## config.mk

```make
export PLATFORM = sky130hd
export DESIGN_NAME = conv_tile_sched
export DESIGN_NICKNAME = d
export VERILOG_FILES = /design/src/rtl/conv_tile_sched.sv
export SDC_FILE = /design/constraint.sdc
export NUM_CORES = 1
export LEC_CHECK = 0
export ABC_AREA = 1
export CAP_MARGIN = 30
export CORE_ASPECT_RATIO = 1.75
export CORE_UTILIZATION = 35
export DETAILED_ROUTE_END_ITERATION = 6
export HOLD_SLACK_MARGIN = 0.15
export SYNTH_ARGS = -nofsm -noshare
export SYNTH_HDL_FRONTEND = slang
export SYNTH_SLANG_ARGS = --single-unit
```

## constraint.sdc

```tcl
create_clock -name clk -period 3.4 [get_ports clk]
set_input_delay 0.68 -clock clk [delete_from_list [all_inputs] [get_ports clk]]
set_output_delay 0.68 -clock clk [all_outputs]
set_load 0.02 [all_outputs]
```

## src/rtl/conv_tile_sched.sv

```systemverilog
// Tile scheduler: walks the (n, m, row, col) tiles of one convolution layer in a
// selectable loop order and launches conv_tile for each through a start/done handshake.
module conv_tile_sched #(
  parameter int AW = 32,
  parameter int Tn = 8,
  parameter int Tm = 8,
  parameter int Tr = 16,
  parameter int Tc = 8,
  parameter int K  = 3,
  parameter int S  = 1
) (
  input  logic          clk,
  input  logic          rst,
  input  logic          start,
  input  logic          abort,
  input  logic [AW-1:0] cfg_n,
  input  logic [AW-1:0] cfg_m,
  input  logic [AW-1:0] cfg_r,
  input  logic [AW-1:0] cfg_c,
  input  logic          cfg_order,
  output logic          tile_start,
  input  logic          tile_done,
  output logic [AW-1:0] tile_base_n,
  output logic [AW-1:0] tile_base_m,
  output logic [AW-1:0] tile_base_row,
  output logic [AW-1:0] tile_base_col,
  output logic [AW-1:0] tile_n_len,
  output logic [AW-1:0] tile_m_len,
  output logic [AW-1:0] tile_row_len,
  output logic [AW-1:0] tile_col_len,
  output logic          tile_last,
  output logic [AW-1:0] tile_cnt,
  output logic          busy,
  output logic          done,
  output logic          err
);

  localparam int TRK = (Tr + S - K) / S;
  localparam int TCK = (Tc + S - K) / S;

  generate
    if (S < 1 || TRK < 1 || TCK < 1) begin : g_bad_params
      $error("conv_tile_sched: tile must hold at least one output row and column");
    end
  endgenerate

  localparam logic [AW-1:0] TN_W  = AW'(Tn);
  localparam logic [AW-1:0] TM_W  = AW'(Tm);
  localparam logic [AW-1:0] TRK_W = AW'(TRK);
  localparam logic [AW-1:0] TCK_W = AW'(TCK);
  localparam logic [AW-1:0] K_W   = AW'(K);
  localparam logic [AW-1:0] S_W   = AW'(S);

  typedef enum logic [2:0] {IDLE, CALC, ISSUE, WAIT, ADV, DONE} state_t;

  state_t        state_q;
  logic [AW-1:0] n_q, m_q, rk_q, ck_q;
  logic          order_q, invalid_q;
  // Cursors: channel bases, and row/col offsets in output-pixel space.
  logic [AW-1:0] bn_q, bm_q, orow_q, ocol_q;
  logic [AW-1:0] base_n_q, base_m_q, base_row_q, base_col_q;
  logic [AW-1:0] n_len_q, m_len_q, row_len_q, col_len_q;
  logic [AW-1:0] tile_cnt_q;
  logic          tile_last_q;

  logic [AW-1:0] rem_n, rem_m, rem_r, rem_c;
  logic          last_n, last_m, last_r, last_c;
  logic          invalid_d;
  logic [AW-1:0] rk_d, ck_d;

  always_comb begin
    rem_n  = n_q - bn_q;
    rem_m  = m_q - bm_q;
    rem_r  = rk_q - orow_q;
    rem_c  = ck_q - ocol_q;
    last_n = (rem_n <= TN_W);
    last_m = (rem_m <= TM_W);
    last_r = (rem_r <= TRK_W);
    last_c = (rem_c <= TCK_W);
    invalid_d = (cfg_n == '0) || (cfg_m == '0) || (cfg_r == '0) || (cfg_c == '0) ||
                (cfg_r < K_W) || (cfg_c < K_W);
    rk_d = (cfg_r + S_W - K_W) / S_W;
    ck_d = (cfg_c + S_W - K_W) / S_W;
  end

  always_ff @(posedge clk) begin
    if (rst) begin
      state_q     <= IDLE;
      n_q         <= '0;
      m_q         <= '0;
      rk_q        <= '0;
      ck_q        <= '0;
      order_q     <= 1'b0;
      invalid_q   <= 1'b0;
      bn_q        <= '0;
      bm_q        <= '0;
      orow_q      <= '0;
      ocol_q      <= '0;
      base_n_q    <= '0;
      base_m_q    <= '0;
      base_row_q  <= '0;
      base_col_q  <= '0;
      n_len_q     <= '0;
      m_len_q     <= '0;
      row_len_q   <= '0;
      col_len_q   <= '0;
      tile_cnt_q  <= '0;
      tile_last_q <= 1'b0;
    end else if (abort && state_q != IDLE) begin
      state_q <= IDLE;
    end else begin
      case (state_q)
        IDLE: begin
          if (start) begin
            n_q        <= cfg_n;
            m_q        <= cfg_m;
            rk_q       <= rk_d;
            ck_q       <= ck_d;
            order_q    <= cfg_order;
            invalid_q  <= invalid_d;
            bn_q       <= '0;
            bm_q       <= '0;
            orow_q     <= '0;
            ocol_q     <= '0;
            tile_cnt_q <= '0;
            state_q    <= CALC;
          end
        end
        CALC: begin
          if (invalid_q) begin
            state_q <= DONE;
          end else begin
            base_n_q    <= bn_q;
            base_m_q    <= bm_q;
            base_row_q  <= orow_q * S_W;
            base_col_q  <= ocol_q * S_W;
            n_len_q     <= last_n ? rem_n : TN_W;
            m_len_q     <= last_m ? rem_m : TM_W;
            row_len_q   <= last_r ? rem_r : TRK_W;
            col_len_q   <= last_c ? rem_c : TCK_W;
            tile_last_q <= last_n && last_m && last_r && last_c;
            state_q     <= ISSUE;
          end
        end
        ISSUE: state_q <= WAIT;
        WAIT: begin
          if (tile_done) state_q <= tile_last_q ? DONE : ADV;
        end
        ADV: begin
          tile_cnt_q <= tile_cnt_q + 1'b1;
          state_q    <= CALC;
          if (!order_q) begin
            // col -> row -> m -> n
            if (!last_c) ocol_q <= ocol_q + TCK_W;
            else begin
              ocol_q <= '0;
              if (!last_r) orow_q <= orow_q + TRK_W;
              else begin
                orow_q <= '0;
                if (!last_m) bm_q <= bm_q + TM_W;
                else begin
                  bm_q <= '0;
                  bn_q <= bn_q + TN_W;
                end
              end
            end
          end else begin
            // m -> col -> row -> n
            if (!last_m) bm_q <= bm_q + TM_W;
            else begin
              bm_q <= '0;
              if (!last_c) ocol_q <= ocol_q + TCK_W;
              else begin
                ocol_q <= '0;
                if (!last_r) orow_q <= orow_q + TRK_W;
                else begin
                  orow_q <= '0;
                  bn_q   <= bn_q + TN_W;
                end
              end
            end
          end
        end
        DONE:    state_q <= IDLE;
        default: state_q <= IDLE;
      endcase
    end
  end

  assign tile_start    = (state_q == ISSUE);
  assign done          = (state_q == DONE);
  assign err           = (state_q == DONE) && invalid_q;
  assign busy          = (state_q != IDLE);
  assign tile_base_n   = base_n_q;
  assign tile_base_m   = base_m_q;
  assign tile_base_row = base_row_q;
  assign tile_base_col = base_col_q;
  assign tile_n_len    = n_len_q;
  assign tile_m_len    = m_len_q;
  assign tile_row_len  = row_len_q;
  assign tile_col_len  = col_len_q;
  assign tile_last     = tile_last_q;
  assign tile_cnt      = tile_cnt_q;

endmodule

```

==> results.sh, run 1 <==
export IMPL_ys_ff_latch=534
export IMPL_insertion_delay_ns=0.65
export IMPL_port_buffers=418
export IMPL_drt_wl_total_mm=131
export IMPL_synth_edf_count=0
export IMPL_regToRegStartpoint="bm_q[21]"
export IMPL_antenna_cells=0
export IMPL_via_per_inst=5.01
export IMPL_grt_pass1_wl_mm=196
export IMPL_final_nets=6079
export IMPL_finalCritPeriodShare_pct=94.3
export IMPL_clkTransAtPathRegs_ns=0.07
export IMPL_grt_usage_pct=26.6
export IMPL_final_cell_mix="nand2_1 (1399), nor2_1 (724), inv_1 (681)"
export IMPL_path_common_cell="nand2_1"
export IMPL_worstSetupPathType="reg2reg"
export IMPL_cap_violations=0
export IMPL_worstSetupStartpointType="flip-flop"
export IMPL_fmax_ghz=0.312
export IMPL_syn_cell_area_um2=33000
export IMPL_worst_slew_pin_slew_ns=0.672
export IMPL_ant_nets=0
export IMPL_die_x_um=234
export IMPL_worstHoldStart="rst"
export IMPL_place_hpwl_mm=103
export IMPL_setup_viol=0
export IMPL_synthesis_instances=5277
export IMPL_die_area_um2=95600
export IMPL_end_kind="flip-flop"
export IMPL_drv_slew=0
export IMPL_grt_ovfl_total=0
export IMPL_layout_cells_most_common="nand2_1"
export IMPL_dp_cells=6952
export IMPL_ys_seq_area_share_pct=32.4
export IMPL_ir_drop_mv=0.513
export IMPL_fin_cells=7058
export IMPL_hold_path_class="in2reg"
export IMPL_async_flop_share_pct=0
export IMPL_violations="design-rule violations"
export IMPL_core_area_um2=93100
export IMPL_cts_buffer_depth=3
export IMPL_finClkSkew_ns=0.0531
export IMPL_drcViolationCount=36
export IMPL_crit_fanout=15
export IMPL_multi_input_area_um2=19900
export IMPL_vias=35300
export IMPL_num_fill_cells=9681
export IMPL_gp_congestion=0.991
export IMPL_drive_gt1_share_pct=9.94
export IMPL_whs_ns=0.425
export IMPL_rows=148
export IMPL_cts_made_buffers=55
export IMPL_slowest_delay_ns=0.34
export IMPL_drtIter0Drc=2106
export IMPL_slew_headroom_pct=55.2
export IMPL_hold_viol=0
export IMPL_worstPathRequired_ns=3.97
export IMPL_antenna_found_initial=1
export IMPL_critical_path_buf_inv_count=4
export IMPL_die_y_um=408
export IMPL_grt_pass1_vias=34600
export IMPL_path_cells="inv_1, ha_4, nand2_1, nor2_4, nand2_1, nor2_1, nand3_2, nand3_1, nand2_1, nand2_1, nand2_1, nor2_1, nand2_1, nor2_2, o21ai_4, nand2_4, nand2_4, buf_4, nor2_4, buf_12, clkbuf_16, nand2_1, a21oi_1"
export IMPL_regArea_um2=10700
export IMPL_firstDrtPassIters=7
export IMPL_grt_max_degree=129
export IMPL_cts_htree_levels=2
export IMPL_start_util_pct=35.5
export IMPL_cts_sink_count=534
export IMPL_arrival_ns=3.77
export IMPL_ys_types=57
export IMPL_synth_main_ff_cell="dfxtp_1"
export IMPL_yosys_warnings=0
export IMPL_cts_root_buf="clkbuf_16"
export IMPL_cp_startpoint="bm_q[21]"
export IMPL_syn_to_final_growth_pct=29.8
export IMPL_wire_per_inst_um=18.6
export IMPL_status="complete, but fails checks"
export IMPL_period_needed_ns=3.21
export IMPL_cts_tree="built"
export IMPL_syn_area_per_cell_um2=6.26
export IMPL_cp_slowest_cell="dfxtp_1"
export IMPL_power_leakage_uw=0.0186
export IMPL_cpLargestDelayFamily="simple AND/OR/NAND/NOR gates"
export IMPL_cellPowerDensity_nw_per_um2=874
export IMPL_io_pins=427
what timing repair did:
item / 4_1_cts / 5_1_grt
hold endpoints to repair: 0 / 0
pin swaps: 0 / 10
setup endpoints to repair: 91 / 125
cloned: 0 / 2
gates resized for setup: 3 / 219
setup buffers: 0 / 5
hold buffers: 0 / 0
area by class of cell:
class                   count  area share [%]
multi-input cells        3871            46.5
flip-flops and latches    534            25.0
repair buffers            648            14.4
inverters                 706            6.23
well taps                1200            3.50
clock buffers              64            3.41
clock inverters            35           0.942
worst paths after layout:
path	endpoint	slack, ns	cells after the start
max reg2reg	bn_q[20]	0.19	23
min	tile_row_len[4]	0.43	2
max	bn_q[20]	0.19	23
min reg2reg	tile_col_len[14]	0.44	2
layer usage:
layer,track usage [%],vias to the layer above,part of all wire (%)
met5,0,-,0.0084
met4,14.6,2,6.2
met3,2.74,302,3.9
met2,49.3,917,51
met1,29.0,16300,39
li1,-,17900,-
per-stage QoR:
| step | power [µW] | utilization (%) | TNS, ns | area, µm² | worst slack [ns] |
|---|---|---|---|---|---|
| floorplan | 22300 | - | 0 | 33100 | 0.549 |
| global placement | 29500 | 42.8 | -3.53 | 39900 | -0.131 |
| detailed placement | 29600 | 42.8 | -3.99 | 39900 | -0.129 |
| CTS | 36200 | 44.8 | -0.00415 | 41800 | -0.00415 |
| global route | 40400 | 46.0 | -0.161 | 42900 | -0.0316 |
| finish | 37500 | 46.0 | 0 | 42900 | 0.192 |
registers in the layout (all words and copies together) (netlist names), 3 cells and up:
register       cells
tile_base_n       29
ck_q              32
bn_q              29
rk_q              32
tile_n_len        32
bm_q              29
tile_base_row     31
state_q            3
tile_base_col     31
tile_m_len        32
tile_col_len      32
n_q               32
tile_row_len      32
tile_base_m       29
tile_cnt          32
m_q               32
ocol_q            31
orow_q            31
worst register-to-register path: cells and delay by family, from the launching register on:
family                   cells  cell delay, ns
adder cells (fa/ha/maj)      1            0.31
flip-flops                   1            0.34
AO/OA/AOI/OAI                2            0.23
AND/OR/NAND/NOR             16            1.67
buffers and inverters        4            0.58
report_power, final:
| group | leakage (µW) | switching, µW | internal (µW) |
|---|---|---|---|
| registers | 0.00436 | 989 | 7530 |
| clock network | 0.000916 | 2860 | 3570 |
| logic | 0.0133 | 14600 | 7950 |
Yosys cell counts, types with 14 or more instances:
cell | instances | share of area, %
o211ai_1 | 16 | 0.36
nand2_1 | 1431 | 16
nor3_1 | 123 | 1.9
nand3b_1 | 29 | 0.66
nor4_1 | 51 | 0.97
ha_1 | 127 | 4.8
nand3_1 | 243 | 3.7
o21bai_1 | 33 | 0.75
o21ai_1 | 15 | 0.23
a21oi_1 | 335 | 5.1
clkbuf_1 | 138 | 1.6
dfxtp_1 | 534 | 32
buf_4 | 14 | 0.32
xor2_1 | 125 | 3.3
nor2_1 | 757 | 8.6
xnor2_1 | 41 | 1.1
inv_1 | 700 | 8.0
nand4_1 | 98 | 1.9
o21ai_0 | 310 | 4.7
cells by family (layout without fill, tap and decap cells):
| logic type | count (synthesis) | in the layout | share of synthesized area [%] |
|---|---|---|---|
| AOI/OAI and AO/OA | 746 | 746 | 12.0 |
| adders and majority gates | 129 | 129 | 4.93 |
| and+or+nand+nor | 2816 | 2816 | 35.9 |
| xor gates and xnor gates | 166 | 166 | 4.40 |
| buffers and inverters | 884 | 1453 | 10.5 |
| other | 2 | 14 | 0.0227 |
| DFF | 534 | 534 | 32.4 |
No activity file was read; power rests on OpenSTA's default activity.
==> run 2, diff against run 1 <==
- CELL_PAD_IN_SITES_DETAIL_PLACEMENT: unset -> 1
- CELL_PAD_IN_SITES_GLOBAL_PLACEMENT: unset -> 2
- CORE_UTILIZATION: 35 -> 30
- PLACE_DENSITY_LB_ADDON: unset -> 0.1
- SLEW_MARGIN: unset -> 20
==> results.sh, run 2 (synthesis results as in run 1) <==
export IMPL_ant_nets=0
export IMPL_grt_pass1_vias=38300
export IMPL_period_needed_ns=3.29
export IMPL_cts_buffer_depth=3
export IMPL_status="finished, final reports clean"
export IMPL_cap_violations=0
export IMPL_cellPowerDensity_nw_per_um2=896
export IMPL_path_cells="inv_2, ha_1, nand2_1, inv_1, nand2_1, buf_4, nor2_4, and2_1, nand2_1, nand2_1, nand2_1, nand2_1, nand2_1, nor2_1, nand2_1, nor2_2, o21ai_4, buf_6, nand3_2, nand3_4, buf_12, nand2_1, a21oi_4"
export IMPL_start_util_pct=30.3
export IMPL_grt_pass1_wl_mm=228
export IMPL_cts_made_buffers=57
export IMPL_drv_slew=0
export IMPL_path_common_cell="nand2_1"
export IMPL_arrival_ns=3.82
export IMPL_die_area_um2=111000
export IMPL_syn_to_final_growth_pct=37.3
export IMPL_via_per_inst=4.87
export IMPL_grt_usage_pct=26.9
export IMPL_drive_gt1_share_pct=13.9
export IMPL_crit_fanout=8
export IMPL_critical_path_buf_inv_count=5
export IMPL_drt_wl_total_mm=153
export IMPL_fmax_ghz=0.304
export IMPL_cts_htree_levels=2
export IMPL_clkTransAtPathRegs_ns=0.07
export IMPL_cts_root_buf="clkbuf_16"
export IMPL_end_kind="flip-flop"
export IMPL_layout_cells_most_common="nand2_1"
export IMPL_final_cell_mix="nand2_1 (1385), nor2_1 (708), inv_1 (680)"
export IMPL_worstSetupPathType="reg2reg"
export IMPL_cpLargestDelayFamily="simple AND/OR/NAND/NOR gates"
export IMPL_finalCritPeriodShare_pct=96.8
export IMPL_wire_per_inst_um=20.3
export IMPL_antenna_found_initial=8
export IMPL_place_hpwl_mm=124
export IMPL_cts_sink_count=534
export IMPL_grt_ovfl_total=0
export IMPL_drtIter0Drc=1322
export IMPL_worstSetupStartpointType="flip-flop"
export IMPL_regToRegStartpoint="ocol_q[24]"
export IMPL_drcViolationCount=0
export IMPL_port_buffers=418
export IMPL_core_area_um2=109000
export IMPL_worstPathRequired_ns=3.93
export IMPL_die_y_um=441
export IMPL_io_pins=427
export IMPL_hold_path_class="in2reg"
export IMPL_final_nets=6294
export IMPL_rows=160
export IMPL_grt_max_degree=104
export IMPL_slew_headroom_pct=38.0
export IMPL_finClkSkew_ns=0.0224
export IMPL_cts_tree="built"
export IMPL_vias=36800
export IMPL_worstHoldStart="rst"
export IMPL_ir_drop_mv=0.532
export IMPL_fin_tns_setup_ns=0
export IMPL_setup_viol=0
export IMPL_hold_viol=0
export IMPL_power_leakage_uw=0.0197
export IMPL_slowest_delay_ns=0.36
export IMPL_p_total_uw=40600
export IMPL_cp_startpoint="ocol_q[24]"
export IMPL_die_x_um=253
export IMPL_insertion_delay_ns=0.68
export IMPL_firstDrtPassIters=5
export IMPL_gp_congestion=0.939
export IMPL_cp_slowest_cell="dfxtp_1"
export IMPL_worst_slew_pin_slew_ns=0.930
-- run 2: changes by cell type in the layout (fill, tap and decap cells not counted), moves of 9 or more --
| cell | before | now |
|---|---|---|
| dfxtp_2 | 22 | 10 |
| nand2_2 | 43 | 53 |
| dfxtp_1 | 512 | 524 |
| nor2_1 | 724 | 708 |
| buf_4 | 209 | 414 |
| nor2_2 | 32 | 46 |
| nand2_1 | 1399 | 1385 |
| a21oi_1 | 326 | 317 |
-- run 2: final timing paths --
path / slack [ns] / cells after the start / end
setup / recovery: 0.11 / 23 / bm_q[5]
hold / removal: 0.32 / 2 / orow_q[10]
setup reg to reg: 0.11 / 23 / bm_q[5]
hold reg to reg: 0.44 / 2 / tile_n_len[15]
-- run 2: layout make-up --
cell class	count	area, µm²
clock buffer	72	1570
sequential	534	10700
fill	14100	63600
multi-input combinational	3871	20300
clock inverter	35	424
inverter	706	2670
tap	1458	1820
antenna	5	12.5
timing repair buffer	861	7860
-- run 2: repair_timing --
action / 4_1_cts / 5_1_grt
gates resized for setup: 78 / 208
buffers inserted: 2 / 5
gates cloned: 2 / 3
endpoints found under the setup margin: 121 / 133
pin swaps: 10 / 25
hold buffers: 0 / 0
-- run 2: routing by layer --
layer | part of all wire [%] | wire, µm | global-route usage, % | vias to the layer above
met4 | 5.2 | 7970 | 13.5 | 6
li1 | - | - | - | 18300
met3 | 3.0 | 4580 | 3.08 | 289
met2 | 54 | 82800 | 52.6 | 642
met1 | 38 | 57900 | 27.6 | 17500
met5 | 0.030 | 46 | 0 | -
-- run 2: report_power, final --
part	internal [µW]	switching [µW]	total (µW)
registers	7520	931	8450
logic	9560	15800	25300
clock network	3840	3010	6850
-- run 2: metrics by stage --
stage / cell area, µm² / instances / worst slack (ns) / hold WS, ns / utilization (%)
global route: 45400 / 7542 / -0.0419 / 0.307 / 41.6
floorplan: 33100 / 5289 / 0.549 / 0.444 / -
global placement: 41800 / 7418 / -0.544 / 0.425 / 38.4
CTS: 44200 / 7529 / 0.00619 / 0.274 / 40.6
detailed placement: 41800 / 7418 / -0.574 / 0.428 / 38.4
finish: 45400 / 7542 / 0.110 / 0.320 / 41.6
==> run 3, diff against run 2 <==
- GPL_TIMING_DRIVEN: unset -> 0
==> results.sh, run 3 (synthesis results as in run 1) <==
export IMPL_switchingPower_uw=20600
export IMPL_crit_fanout=4
export IMPL_hold_path_class="reg2reg"
export IMPL_period_needed_ns=3.31
export IMPL_place_hpwl_mm=131
export IMPL_worstSetupStartpointType="flip-flop"
export IMPL_drtIter0Drc=1490
export IMPL_ir_drop_mv=0.439
export IMPL_clkTransAtPathRegs_ns=0.07
export IMPL_die_area_um2=111000
export IMPL_syn_to_final_growth_pct=34.8
export IMPL_hold_viol=0
export IMPL_wire_per_inst_um=22.0
export IMPL_final_area_um2=44500
export IMPL_antenna_found_initial=8
export IMPL_grt_usage_pct=28.4
export IMPL_start_util_pct=30.3
export IMPL_grt_pass1_wl_mm=237
export IMPL_cts_made_buffers=58
export IMPL_vias=36700
export IMPL_holdPathStages=2
export IMPL_cts_buffer_depth=3
export IMPL_top_layer_used="met5"
export IMPL_grt_pass1_vias=38200
export IMPL_arrival_ns=3.92
export IMPL_ff2ff_path_depth=18
export IMPL_final_cell_mix="nand2_1 (1340), nor2_1 (687), inv_1 (620)"
export IMPL_cts_root_buf="clkbuf_16"
export IMPL_swShare_pct=50.0
export IMPL_die_x_um=253
export IMPL_p_total_uw=41200
export IMPL_fmax_ghz=0.302
export IMPL_grt_setup_unrepaired="yes"
export IMPL_met3_length_mm=5.41
export IMPL_rows=160
export IMPL_cts_sink_count=534
export IMPL_worst_slew_pin_slew_ns=1.07
export IMPL_grt_ovfl_total=0
export IMPL_fin_tns_setup_ns=0
export IMPL_finalCritPeriodShare_pct=97.4
export IMPL_core_area_um2=109000
export IMPL_port_buffers=417
export IMPL_slew_headroom_pct=28.9
export IMPL_drv_slew=0
export IMPL_insertion_delay_ns=0.70
export IMPL_cts_tree="built"
export IMPL_status="finished, final reports clean"
export IMPL_drt_wl_total_mm=162
export IMPL_pwr_share_comb_pct=60.7
export IMPL_finClkSkew_ns=0.0311
export IMPL_worstPathRequired_ns=4.01
export IMPL_via_per_inst=4.98
export IMPL_place_area_um2=39300
export IMPL_gp_congestion=0.926
export IMPL_power_frac_clock_pct=18.2
export IMPL_cts_htree_levels=2
export IMPL_end_kind="flip-flop"
export IMPL_cellPowerDensity_nw_per_um2=926
export IMPL_die_y_um=441
export IMPL_grt_max_degree=16
export IMPL_io_pins=427
export IMPL_setup_viol=0
export IMPL_drive_gt1_share_pct=13.2
export IMPL_ant_nets=0
export IMPL_antenna_cells=0
export IMPL_final_nets=6126
export IMPL_worstSetupPathType="reg2reg"
export IMPL_firstDrtPassIters=5
export IMPL_power_leakage_uw=0.0186
export IMPL_drt_met1_wl_mm=61.1
export IMPL_power_frac_seq_pct=21.1
export IMPL_p_int_uw=20600
export IMPL_num_fill_cells=14000
export IMPL_layout_cells_most_common="nand2_1"
export IMPL_drcViolationCount=0
export IMPL_cap_violations=0
export IMPL_wl_met2_mm=87.3
## run 3: cell count changes in the layout (fill, tap and decap cells not counted), sizes merged
cell      previous run  this run
bufinv               7        13
clkinvlp             7        26
clkbuf              74       211
buf                442       134
diode                5         0
clkinv              20        19
inv                707       686
nand2             1448      1449
## run 3: power groups by stage
stage / combinational, µW / clock (µW) / sequential [µW]
after floorplan: 13400 / 0 / 8970
after CTS: 23500 / 7680 / 8640
after global placement: 21700 / 0 / 8640
final: 25000 / 7510 / 8710
after global routing: 27500 / 7860 / 8830
after detailed placement: 22100 / 0 / 8630
## run 3: layer usage
layer / global-route usage, % / up-vias
li1: - / 18000
met1: 29.3 / 17800
met2: 56.2 / 706
met3: 3.54 / 272
met4: 12.3 / 14
met5: 0 / -
## run 3: worst max-delay path, cell delays in order (launching register included)
cell and delay (ns):
dfxtp_4 0.37, clkinvlp_4 0.16, ha_4 0.29, buf_4 0.14, nand2_4 0.09, inv_1 0.05, nand2_1 0.05, nand2_1 0.09
inv_1 0.08, nand3_2 0.15, xor2_1 0.16, nand2_1 0.08, nor2_2 0.17, nand4_1 0.11, nor2_1 0.24, nand4_1 0.38
nor2_1 0.38, nand3_1 0.12, a21oi_1 0.13
## run 3: repair_timing
action / 4_1_cts / 5_1_grt
pin swaps: 19 / 66
setup buffers: 35 / 47
gates resized for setup: 294 / 330
setup endpoints to repair: 137 / 138
cloned: 2 / 2
hold buffers: 0 / 0
## run 3: final cells by class
cell class                 count  area (µm²)  share of cell area (%)
clock inverter                38         574                    1.29
tap                         1458        1820                    4.10
multi-input combinational   3872       21000                    47.2
timing repair buffer         515        5070                    11.4
inverter                     706        2730                    6.14
sequential                   534       10800                    24.3
clock buffer                  71        1620                    3.64
buffer                       176         862                    1.94
## run 3: through the flow
step	cells	util (%)	setup slack, ns	hold slack, ns
final	7370	40.9	0.0891	0.438
after global routing	7370	40.9	-0.0866	0.457
after CTS	7320	39.5	0.00177	0.441
after detailed placement	7175	36.1	-1.06	0.429
after global placement	7164	35.9	-1.03	0.426
after floorplan	5289	-	0.549	0.444
## run 3: worst paths after layout
check                   startpoint          endpoint  slack (ns)
setup / recovery          bm_q[13]         tile_last        0.09
hold / removal    tile_col_len[29]  tile_col_len[29]        0.44
setup reg to reg          bm_q[13]         tile_last        0.09
hold reg to reg   tile_col_len[29]  tile_col_len[29]        0.44
